### config.mk
export PLATFORM = sky130hd
export DESIGN_NAME = uart_i2c_cmd_parser_flat
export DESIGN_NICKNAME = d
export VERILOG_FILES = /design/src/rtl/uart_i2c_cmd_parser_pkg.sv /design/src/rtl/uart_i2c_cmd_parser_if.sv /design/src/rtl/uart_i2c_cmd_parser_fifo.sv /design/src/rtl/uart_i2c_cmd_parser.sv /design/src/flat_wrapper.sv
export SDC_FILE = /design/constraint.sdc
export NUM_CORES = 1
export LEC_CHECK = 0
export BUFFER_PORTS_ARGS = -buffer_cell sky130_fd_sc_hd__buf_2
export CAP_MARGIN = 20
export CORE_ASPECT_RATIO = 1.1
export CORE_MARGIN = 5
export CORE_UTILIZATION = 30
export CTS_CLUSTER_SIZE = 10
export DETAILED_ROUTE_END_ITERATION = 8
export SLEW_MARGIN = 20
export SYNTH_ARGS = -nofsm -noshare
export SYNTH_HDL_FRONTEND = slang
export SYNTH_SLANG_ARGS = --single-unit
### constraint.sdc
create_clock -name clk -period 4.72 [get_ports clk]
set_clock_uncertainty 0.15 [all_clocks]
set_input_delay 0.472 -clock clk [delete_from_list [all_inputs] [get_ports clk]]
set_output_delay 0.472 -clock clk [all_outputs]
set_load 0.02 [all_outputs]
### src/rtl/uart_i2c_cmd_parser_pkg.sv
// Shared types and helpers for the UART-to-I2C command parser.
//   parser_state_t : frame assembly FSM states
//   MODE_*         : one-hot operation codes carried in the MODE byte
//   i2c_cmd_t      : command word queued towards the I2C controller
//   mode_is_valid  : accepts exactly one of the four legal mode codes
//   frame_checksum : XOR of the four payload bytes
package uart_i2c_pkg;

    typedef enum logic [2:0] {
        ST_IDLE = 3'd0,
        ST_ADDR = 3'd1,
        ST_MODE = 3'd2,
        ST_DHI  = 3'd3,
        ST_DLO  = 3'd4,
        ST_CHK  = 3'd5
    } parser_state_t;

    localparam logic [7:0] MODE_RD1 = 8'h01;
    localparam logic [7:0] MODE_RD2 = 8'h02;
    localparam logic [7:0] MODE_WR1 = 8'h04;
    localparam logic [7:0] MODE_WR2 = 8'h08;

    typedef struct packed {
        logic [7:0]  address;
        logic [7:0]  mode;
        logic [15:0] data;
    } i2c_cmd_t;

    // Legal only if the low nibble is one-hot and the high nibble is zero.
    function automatic logic mode_is_valid(input logic [7:0] mode);
        logic ok;
        case (mode)
            MODE_RD1, MODE_RD2, MODE_WR1, MODE_WR2: ok = 1'b1;
            default:                                 ok = 1'b0;
        endcase
        return ok;
    endfunction

    function automatic logic [7:0] frame_checksum(input logic [7:0] addr,
                                                  input logic [7:0] mode,
                                                  input logic [7:0] dhi,
                                                  input logic [7:0] dlo);
        return addr ^ mode ^ dhi ^ dlo;
    endfunction

endpackage

### src/rtl/uart_i2c_cmd_parser_if.sv
// Command handshake between the parser (master) and the I2C controller (slave).
//   cmd_valid   : command available
//   cmd_ready   : controller accepts the command this cycle
//   cmd_address : target register address
//   cmd_mode    : one-hot operation code
//   cmd_data    : write data {hi,lo}
interface uart_i2c_cmd_parser_if;
    logic        cmd_valid;
    logic        cmd_ready;
    logic [7:0]  cmd_address;
    logic [7:0]  cmd_mode;
    logic [15:0] cmd_data;

    modport master (
        output cmd_valid, cmd_address, cmd_mode, cmd_data,
        input  cmd_ready
    );

    modport slave (
        input  cmd_valid, cmd_address, cmd_mode, cmd_data,
        output cmd_ready
    );
endinterface

### src/rtl/uart_i2c_cmd_parser_fifo.sv
// cmd_fifo: generic show-ahead synchronous FIFO.
//   clk, reset  : clock, synchronous active-high reset
//   push, push_data : write request and data (honoured when full if a pop
//                     happens in the same cycle)
//   pop         : read request (ignored when empty)
//   pop_data    : head entry, valid while empty is low
//   full, empty : occupancy status
module cmd_fifo #(
    parameter int WIDTH = 32,
    parameter int DEPTH = 4
) (
    input  logic             clk,
    input  logic             reset,
    input  logic             push,
    input  logic [WIDTH-1:0] push_data,
    input  logic             pop,
    output logic [WIDTH-1:0] pop_data,
    output logic             full,
    output logic             empty
);
    localparam int AW = $clog2(DEPTH);
    localparam int CW = $clog2(DEPTH) + 1;

    logic [WIDTH-1:0] mem_r [DEPTH];
    logic [AW-1:0]    wr_ptr_r;
    logic [AW-1:0]    rd_ptr_r;
    logic [CW-1:0]    count_r;
    logic             push_ok_s;
    logic             pop_ok_s;

    assign full      = (count_r == CW'(DEPTH));
    assign empty     = (count_r == {CW{1'b0}});
    assign pop_data  = mem_r[rd_ptr_r];
    assign pop_ok_s  = pop && !empty;
    assign push_ok_s = push && (!full || pop_ok_s);

    // Storage, pointers (wrap naturally at power-of-2 depth) and occupancy.
    always_ff @(posedge clk) begin
        if (reset) begin
            wr_ptr_r <= {AW{1'b0}};
            rd_ptr_r <= {AW{1'b0}};
            count_r  <= {CW{1'b0}};
            for (int i = 0; i < DEPTH; i++) begin
                mem_r[i] <= {WIDTH{1'b0}};
            end
        end else begin
            if (push_ok_s) begin
                mem_r[wr_ptr_r] <= push_data;
                wr_ptr_r        <= wr_ptr_r + AW'(1);
            end
            if (pop_ok_s) begin
                rd_ptr_r <= rd_ptr_r + AW'(1);
            end
            case ({push_ok_s, pop_ok_s})
                2'b10:   count_r <= count_r + CW'(1);
                2'b01:   count_r <= count_r - CW'(1);
                default: count_r <= count_r;
            endcase
        end
    end
endmodule

### src/rtl/uart_i2c_cmd_parser.sv
// uart_i2c_cmd_parser: assembles PC instruction frames from the UART byte
// stream, validates them and queues commands for the I2C controller.
//   clk, reset         : clock, synchronous active-high reset
//   rx_byte, rx_valid  : byte stream from the UART receiver
//   result_buffer_full : downstream result buffer full, blocks issue
//   cmd_if (master)    : command valid/ready handshake to the I2C controller
//   err_checksum/err_mode/err_timeout/err_overflow : one-cycle error pulses
//   fifo_empty         : command queue empty
// Optional macro PARSER_CHECKSUM_EN: when defined, frames carry a trailing
// XOR checksum byte that is checked; otherwise frames end at DATA_LO.
module uart_i2c_cmd_parser
    import uart_i2c_pkg::*;
#(
    parameter logic [7:0] SYNC_BYTE      = 8'hA5,
    parameter int         FIFO_DEPTH     = 4,
    parameter int         TIMEOUT_CYCLES = 100000
) (
    input  logic                         clk,
    input  logic                         reset,
    input  logic [7:0]                   rx_byte,
    input  logic                         rx_valid,
    input  logic                         result_buffer_full,
    uart_i2c_cmd_parser_if.master        cmd_if,
    output logic                         err_checksum,
    output logic                         err_mode,
    output logic                         err_timeout,
    output logic                         err_overflow,
    output logic                         fifo_empty
);
    localparam int TW = $clog2(TIMEOUT_CYCLES);

`ifdef PARSER_CHECKSUM_EN
    localparam parser_state_t FINAL_ST = ST_CHK;
`else
    localparam parser_state_t FINAL_ST = ST_DLO;
`endif

    parser_state_t state_r;
    parser_state_t state_next_s;
    logic [TW-1:0] tcnt_r;
    logic          timeout_hit_s;
    logic [7:0]    addr_r;
    logic [7:0]    mode_r;
    logic [7:0]    dhi_r;
    logic [7:0]    dlo_s;
`ifdef PARSER_CHECKSUM_EN
    logic [7:0]    dlo_r;
`endif
    logic          chk_bad_s;
    logic          mode_bad_s;
    logic          ovf_s;
    logic          push_s;
    logic          pop_s;
    logic          cmd_valid_s;
    logic          fifo_full_s;
    logic          fifo_empty_s;
    i2c_cmd_t      push_cmd_s;
    i2c_cmd_t      head_s;

`ifdef PARSER_CHECKSUM_EN
    assign dlo_s = dlo_r;
`else
    // Without a checksum byte the final byte is consumed straight off the bus.
    assign dlo_s = rx_byte;
`endif

    assign push_cmd_s = '{address: addr_r, mode: mode_r, data: {dhi_r, dlo_s}};

    // FSM state register.
    always_ff @(posedge clk) begin
        if (reset) begin
            state_r <= ST_IDLE;
        end else begin
            state_r <= state_next_s;
        end
    end

    // Next-state logic; an rx_valid on the expiry cycle takes precedence.
    always_comb begin
        state_next_s  = state_r;
        timeout_hit_s = 1'b0;
        if (state_r != ST_IDLE && !rx_valid && tcnt_r == TW'(TIMEOUT_CYCLES - 1)) begin
            timeout_hit_s = 1'b1;
            state_next_s  = ST_IDLE;
        end else if (rx_valid) begin
            case (state_r)
                ST_IDLE: begin
                    if (rx_byte == SYNC_BYTE) begin
                        state_next_s = ST_ADDR;
                    end else begin
                        state_next_s = ST_IDLE;
                    end
                end
                ST_ADDR: state_next_s = ST_MODE;
                ST_MODE: state_next_s = ST_DHI;
                ST_DHI:  state_next_s = ST_DLO;
`ifdef PARSER_CHECKSUM_EN
                ST_DLO:  state_next_s = ST_CHK;
`else
                ST_DLO:  state_next_s = ST_IDLE;
`endif
                ST_CHK:  state_next_s = ST_IDLE;
                default: state_next_s = ST_IDLE;
            endcase
        end else begin
            state_next_s = state_r;
        end
    end

    // Inter-byte timeout counter, running only while a frame is open.
    always_ff @(posedge clk) begin
        if (reset) begin
            tcnt_r <= {TW{1'b0}};
        end else if (state_r == ST_IDLE || rx_valid || timeout_hit_s) begin
            tcnt_r <= {TW{1'b0}};
        end else begin
            tcnt_r <= tcnt_r + TW'(1);
        end
    end

    // Frame byte registers.
    always_ff @(posedge clk) begin
        if (reset) begin
            addr_r <= 8'h00;
            mode_r <= 8'h00;
            dhi_r  <= 8'h00;
`ifdef PARSER_CHECKSUM_EN
            dlo_r  <= 8'h00;
`endif
        end else if (rx_valid) begin
            case (state_r)
                ST_ADDR: addr_r <= rx_byte;
                ST_MODE: mode_r <= rx_byte;
                ST_DHI:  dhi_r  <= rx_byte;
`ifdef PARSER_CHECKSUM_EN
                ST_DLO:  dlo_r  <= rx_byte;
`endif
                default: addr_r <= addr_r;
            endcase
        end
    end

    // Final-byte validation, priority checksum > mode > overflow. A pop in
    // the same cycle frees a slot, so a full queue only overflows without one.
    always_comb begin
        chk_bad_s  = 1'b0;
        mode_bad_s = 1'b0;
        ovf_s      = 1'b0;
        push_s     = 1'b0;
        if (rx_valid && state_r == FINAL_ST) begin
`ifdef PARSER_CHECKSUM_EN
            if (rx_byte != frame_checksum(addr_r, mode_r, dhi_r, dlo_r)) begin
                chk_bad_s = 1'b1;
            end else
`endif
            if (!mode_is_valid(mode_r)) begin
                mode_bad_s = 1'b1;
            end else if (fifo_full_s && !pop_s) begin
                ovf_s = 1'b1;
            end else begin
                push_s = 1'b1;
            end
        end else begin
            push_s = 1'b0;
        end
    end

    // Registered one-cycle error pulses.
    always_ff @(posedge clk) begin
        if (reset) begin
            err_checksum <= 1'b0;
            err_mode     <= 1'b0;
            err_timeout  <= 1'b0;
            err_overflow <= 1'b0;
        end else begin
            err_checksum <= chk_bad_s;
            err_mode     <= mode_bad_s;
            err_timeout  <= timeout_hit_s;
            err_overflow <= ovf_s;
        end
    end

    cmd_fifo #(
        .WIDTH ($bits(i2c_cmd_t)),
        .DEPTH (FIFO_DEPTH)
    ) u_cmd_fifo (
        .clk       (clk),
        .reset     (reset),
        .push      (push_s),
        .push_data (push_cmd_s),
        .pop       (pop_s),
        .pop_data  (head_s),
        .full      (fifo_full_s),
        .empty     (fifo_empty_s)
    );

    // Issue is withheld (entry retained) while the result buffer is full.
    assign cmd_valid_s        = !fifo_empty_s && !result_buffer_full;
    assign pop_s              = cmd_valid_s && cmd_if.cmd_ready;
    assign cmd_if.cmd_valid   = cmd_valid_s;
    assign cmd_if.cmd_address = head_s.address;
    assign cmd_if.cmd_mode    = head_s.mode;
    assign cmd_if.cmd_data    = head_s.data;
    assign fifo_empty         = fifo_empty_s;

endmodule

### src/flat_wrapper.sv
// flat-port wrapper written by rule: the top's interface ports become plain ports
module uart_i2c_cmd_parser_flat import uart_i2c_pkg::*;
#(
    parameter logic [7:0] SYNC_BYTE      = 8'hA5,
    parameter int         FIFO_DEPTH     = 4,
    parameter int         TIMEOUT_CYCLES = 100000
)
  (clk, reset, rx_byte, rx_valid, result_buffer_full, err_checksum, err_mode, err_timeout, err_overflow, fifo_empty, cmd_if_cmd_valid, cmd_if_cmd_address, cmd_if_cmd_mode, cmd_if_cmd_data, cmd_if_cmd_ready);
  uart_i2c_cmd_parser_if cmd_if_i ();
  input  logic clk;
  input  logic reset;
  input  logic [7:0] rx_byte;
  input  logic rx_valid;
  input  logic result_buffer_full;
  output logic err_checksum;
  output logic err_mode;
  output logic err_timeout;
  output logic err_overflow;
  output logic fifo_empty;
  output wire logic [$bits(cmd_if_i.cmd_valid)-1:0] cmd_if_cmd_valid;
  output wire logic [$bits(cmd_if_i.cmd_address)-1:0] cmd_if_cmd_address;
  output wire logic [$bits(cmd_if_i.cmd_mode)-1:0] cmd_if_cmd_mode;
  output wire logic [$bits(cmd_if_i.cmd_data)-1:0] cmd_if_cmd_data;
  input wire logic [$bits(cmd_if_i.cmd_ready)-1:0] cmd_if_cmd_ready;
  assign cmd_if_cmd_valid = cmd_if_i.cmd_valid;
  assign cmd_if_cmd_address = cmd_if_i.cmd_address;
  assign cmd_if_cmd_mode = cmd_if_i.cmd_mode;
  assign cmd_if_cmd_data = cmd_if_i.cmd_data;
  assign cmd_if_i.cmd_ready = cmd_if_cmd_ready;
  uart_i2c_cmd_parser #(.SYNC_BYTE(SYNC_BYTE), .FIFO_DEPTH(FIFO_DEPTH), .TIMEOUT_CYCLES(TIMEOUT_CYCLES)) u_core (.clk(clk), .reset(reset), .rx_byte(rx_byte), .rx_valid(rx_valid), .result_buffer_full(result_buffer_full), .cmd_if(cmd_if_i), .err_checksum(err_checksum), .err_mode(err_mode), .err_timeout(err_timeout), .err_overflow(err_overflow), .fifo_empty(fifo_empty));
endmodule
==> results.tsv <==
metric	value	unit
status	finished clean	
power.leakage	3.10	nW
clk_pin_slew	70	ps
drive_above_1_share	20.2	%
synthXorXnorAreaFrac	2.02	%
netSwitchingFraction	21.3	%
die_h	179	um
cts-resized-gates	0	
ys_top_cells_by_count	128 x edfxtp_1, 114 x and2_1, 57 x nand2_1	
period_share	65.3	%
grt_pass1_wl	25200	um
grt_pass1_vias	4436	
synth_edf_count	128	
synthToLayoutAreaGrowth	16.4	%
synthTopCellsByArea	edfxtp_1 49%, dfxtp_1 14%, mux4_2 9.2%	
ant_nets	0	
maxClockFrequency	324	MHz
ir_drop	0.000270	V
cts_root_buf	clkbuf_16	
ff2ff_setup_slack	1750	ps
dp_hpwl	9830	um
grt_start_max_net_pins	44	
hold_path_class	primary input to register	
fillers	2553	
critPathMaxStageDelay	870	ps
vias	4530	
sequentialPowerShare	55.3	%
period_minus_slack	3080	ps
max_slew_margin	44.1	%
routed_wl	16200	um
dr.pass1.iters	5	
ios	51	
cts_buffer_depth	2	
switchingPower	0.685	mW
ctsHoldBuffers	0	
path_class	register to output pin	
gr-usage-met2	18.5	%
synth_most_common_cell	edfxtp_1	
synth_fa_ha_area_share	0.577	%
yosysTopAreaCellShare	49.2	%
fin_cells	1011	
slew_viol_final	0	
die_width	164	um
drt_iter0_drc	267	
worstPathArrival	2460	ps
place_congestion	0.745	
multiInputGateArea	2760	sq um
async_reset_ff_share	0	%
synth_compound_area_share	3.30	%
maxCapViolations	0	
synth.distinct_cells	50	
cts_made_buffers	17	
synthMuxAreaShare	9.37	%
start_kind	register	
tritoncts	done	
dp_cells	979	
cts_max_level	4	
finalHoldViolCount	0	
drc	0	
rows	62	
postCtsSetupBuffers	0	
yosysSeqAreaShare	63.6	%
p_int	2.53	mW
start_util	30.1	%
antenna_found_initial	1	
critPathCaptureType	output pin	
grt_util_met1	15.3	%
grt-busiest-layer	met2	
cp_max_fo	21	
grt_setup_unrepaired	no	
cp_slowest_cell	dfxtp_2	
setup_viol	0	
path_cells	buf_4, mux4_2, buf_2	
power_density	354	nW/um^2
grtUsageTotal	11.4	%
clkPwrFrac	41.5	%
dieArea	29400	sq um
finalSetupTns	0	ps
synth_top_area_cell	edfxtp_1	
vias_per_cell	4.48	
clock_sinks	184	
clock_latency	420	ps
critPathRequiredTime	4100	ps
syn_area	7810	sq um
gr-usage-met3	2.97	%
core	25900	sq um
cp.buffers_inverters	2	
synth-simple-area-share	19.0	%
yosysWarnings	0	
avgSynthCellArea	13.4	sq um
synth_ff_type	edfxtp_1	
routedWlPerCell	16.1	um
n_antenna_cell	0	
worst_pin_slew	839	ps
grt_overflow	0	
synthCells	584	
synth_top_family_by_area	simple AND/OR/NAND/NOR gates	
final_nets	663	
combPwrFrac	3.2	%
cp_top_family	flip-flops	
synth-seq-cells	184	
port_buffers	49	
seqCellArea	4970	sq um
[cell type report]
type | instances | share of cell area [%]
clock buffers | 19 | 4.76
clock inverters | 12 | 1.31
inverters | 7 | 0.289
multi-input cells | 378 | 30.4
flip-flops and latches | 184 | 54.6
well taps | 352 | 4.85
repair buffers | 59 | 3.74
[routing by layer]
layer	part of all wire (%)	routed length, um
met5	0.043	7
met4	0.64	104
met3	4.9	794
met2	48	7810
met1	46	7520
[kinds of logic (layout without fill, tap and decap cells)]
group,Yosys count,after routing
buffers and inverters,38,97
AOI/OAI and AO/OA,45,45
xor gates and xnor gates,18,18
adders and majority gates,3,3
and+or+nand+nor,262,262
other,1,17
DFF,184,184
muxes,33,33
[placed cells by master (no fill, tap or decap), types with 9 or more instances in the layout]
cell | synthesis | layout
a21oi_1 | 32 | 32
clkbuf_16 | 0 | 17
nor3_1 | 10 | 10
nor2_1 | 32 | 32
conb_1 | 1 | 17
dfxtp_1 | 56 | 55
xnor2_1 | 11 | 11
nand2_1 | 57 | 57
mux4_2 | 32 | 32
edfxtp_1 | 128 | 128
buf_2 | 5 | 49
and2_1 | 114 | 114
buf_4 | 1 | 9
[power groups by stage]
stage | clock network, mW | registers (mW) | logic (mW)
2_1_floorplan | 0 | 1.81 | 0.0586
3_3_place_gp | 0 | 1.81 | 0.103
3_5_place_dp | 0 | 1.82 | 0.104
4_1_cts | 1.36 | 1.78 | 0.104
5_1_grt | 1.43 | 1.78 | 0.112
6_report | 1.34 | 1.78 | 0.103
[worst reg2reg max path, cell delays in order, from the launching register on]
cell      delay [ps]
dfxtp_1          450
xor2_1           280
o221ai_2         300
nor4b_4          320
buf_4            340
or2_2            730
[final timing paths]
| path | startpoint | endpoint | depth (start not counted) |
|---|---|---|---|
| hold reg to reg | u_core.tcnt_r[0] | u_core.tcnt_r[0] | 1 |
| setup / recovery | register | cmd_if_cmd_data[8] | 3 |
| hold / removal | rx_valid | u_core.err_timeout | 2 |
| setup reg to reg | u_core.mode_r[3] | u_core.u_cmd_fifo.mem_r[0][18] | 5 |
[metrics by stage]
step | util, % | hold WS, ps | power, mW | area (sq um) | setup slack [ps]
global route | 35.1 | 223 | 3.33 | 9090 | 1400
detailed placement | 32.8 | 291 | 1.92 | 8510 | 1490
finish | 35.1 | 211 | 3.22 | 9090 | 1640
CTS | 35.0 | 193 | 3.25 | 9060 | 1520
global placement | 32.8 | 281 | 1.92 | 8510 | 1550
floorplan | - | 267 | 1.87 | 7870 | 1150
[sequential cells by signal (all words and copies together), names as in the netlist, named ones only]
| register | count |
|---|---|
| u_core.mode_r | 8 |
| u_core.dhi_r | 8 |
| u_core.u_cmd_fifo.mem_r | 128 |
| u_core.err_timeout | 1 |
| u_core.u_cmd_fifo.wr_ptr_r | 2 |
| u_core.tcnt_r | 17 |
| u_core.u_cmd_fifo.count_r | 3 |
| u_core.err_overflow | 1 |
| u_core.err_mode | 1 |
| u_core.addr_r | 8 |
| u_core.u_cmd_fifo.rd_ptr_r | 2 |
| u_core.state_r | 3 |
No activity file was read; power rests on OpenSTA's default activity.
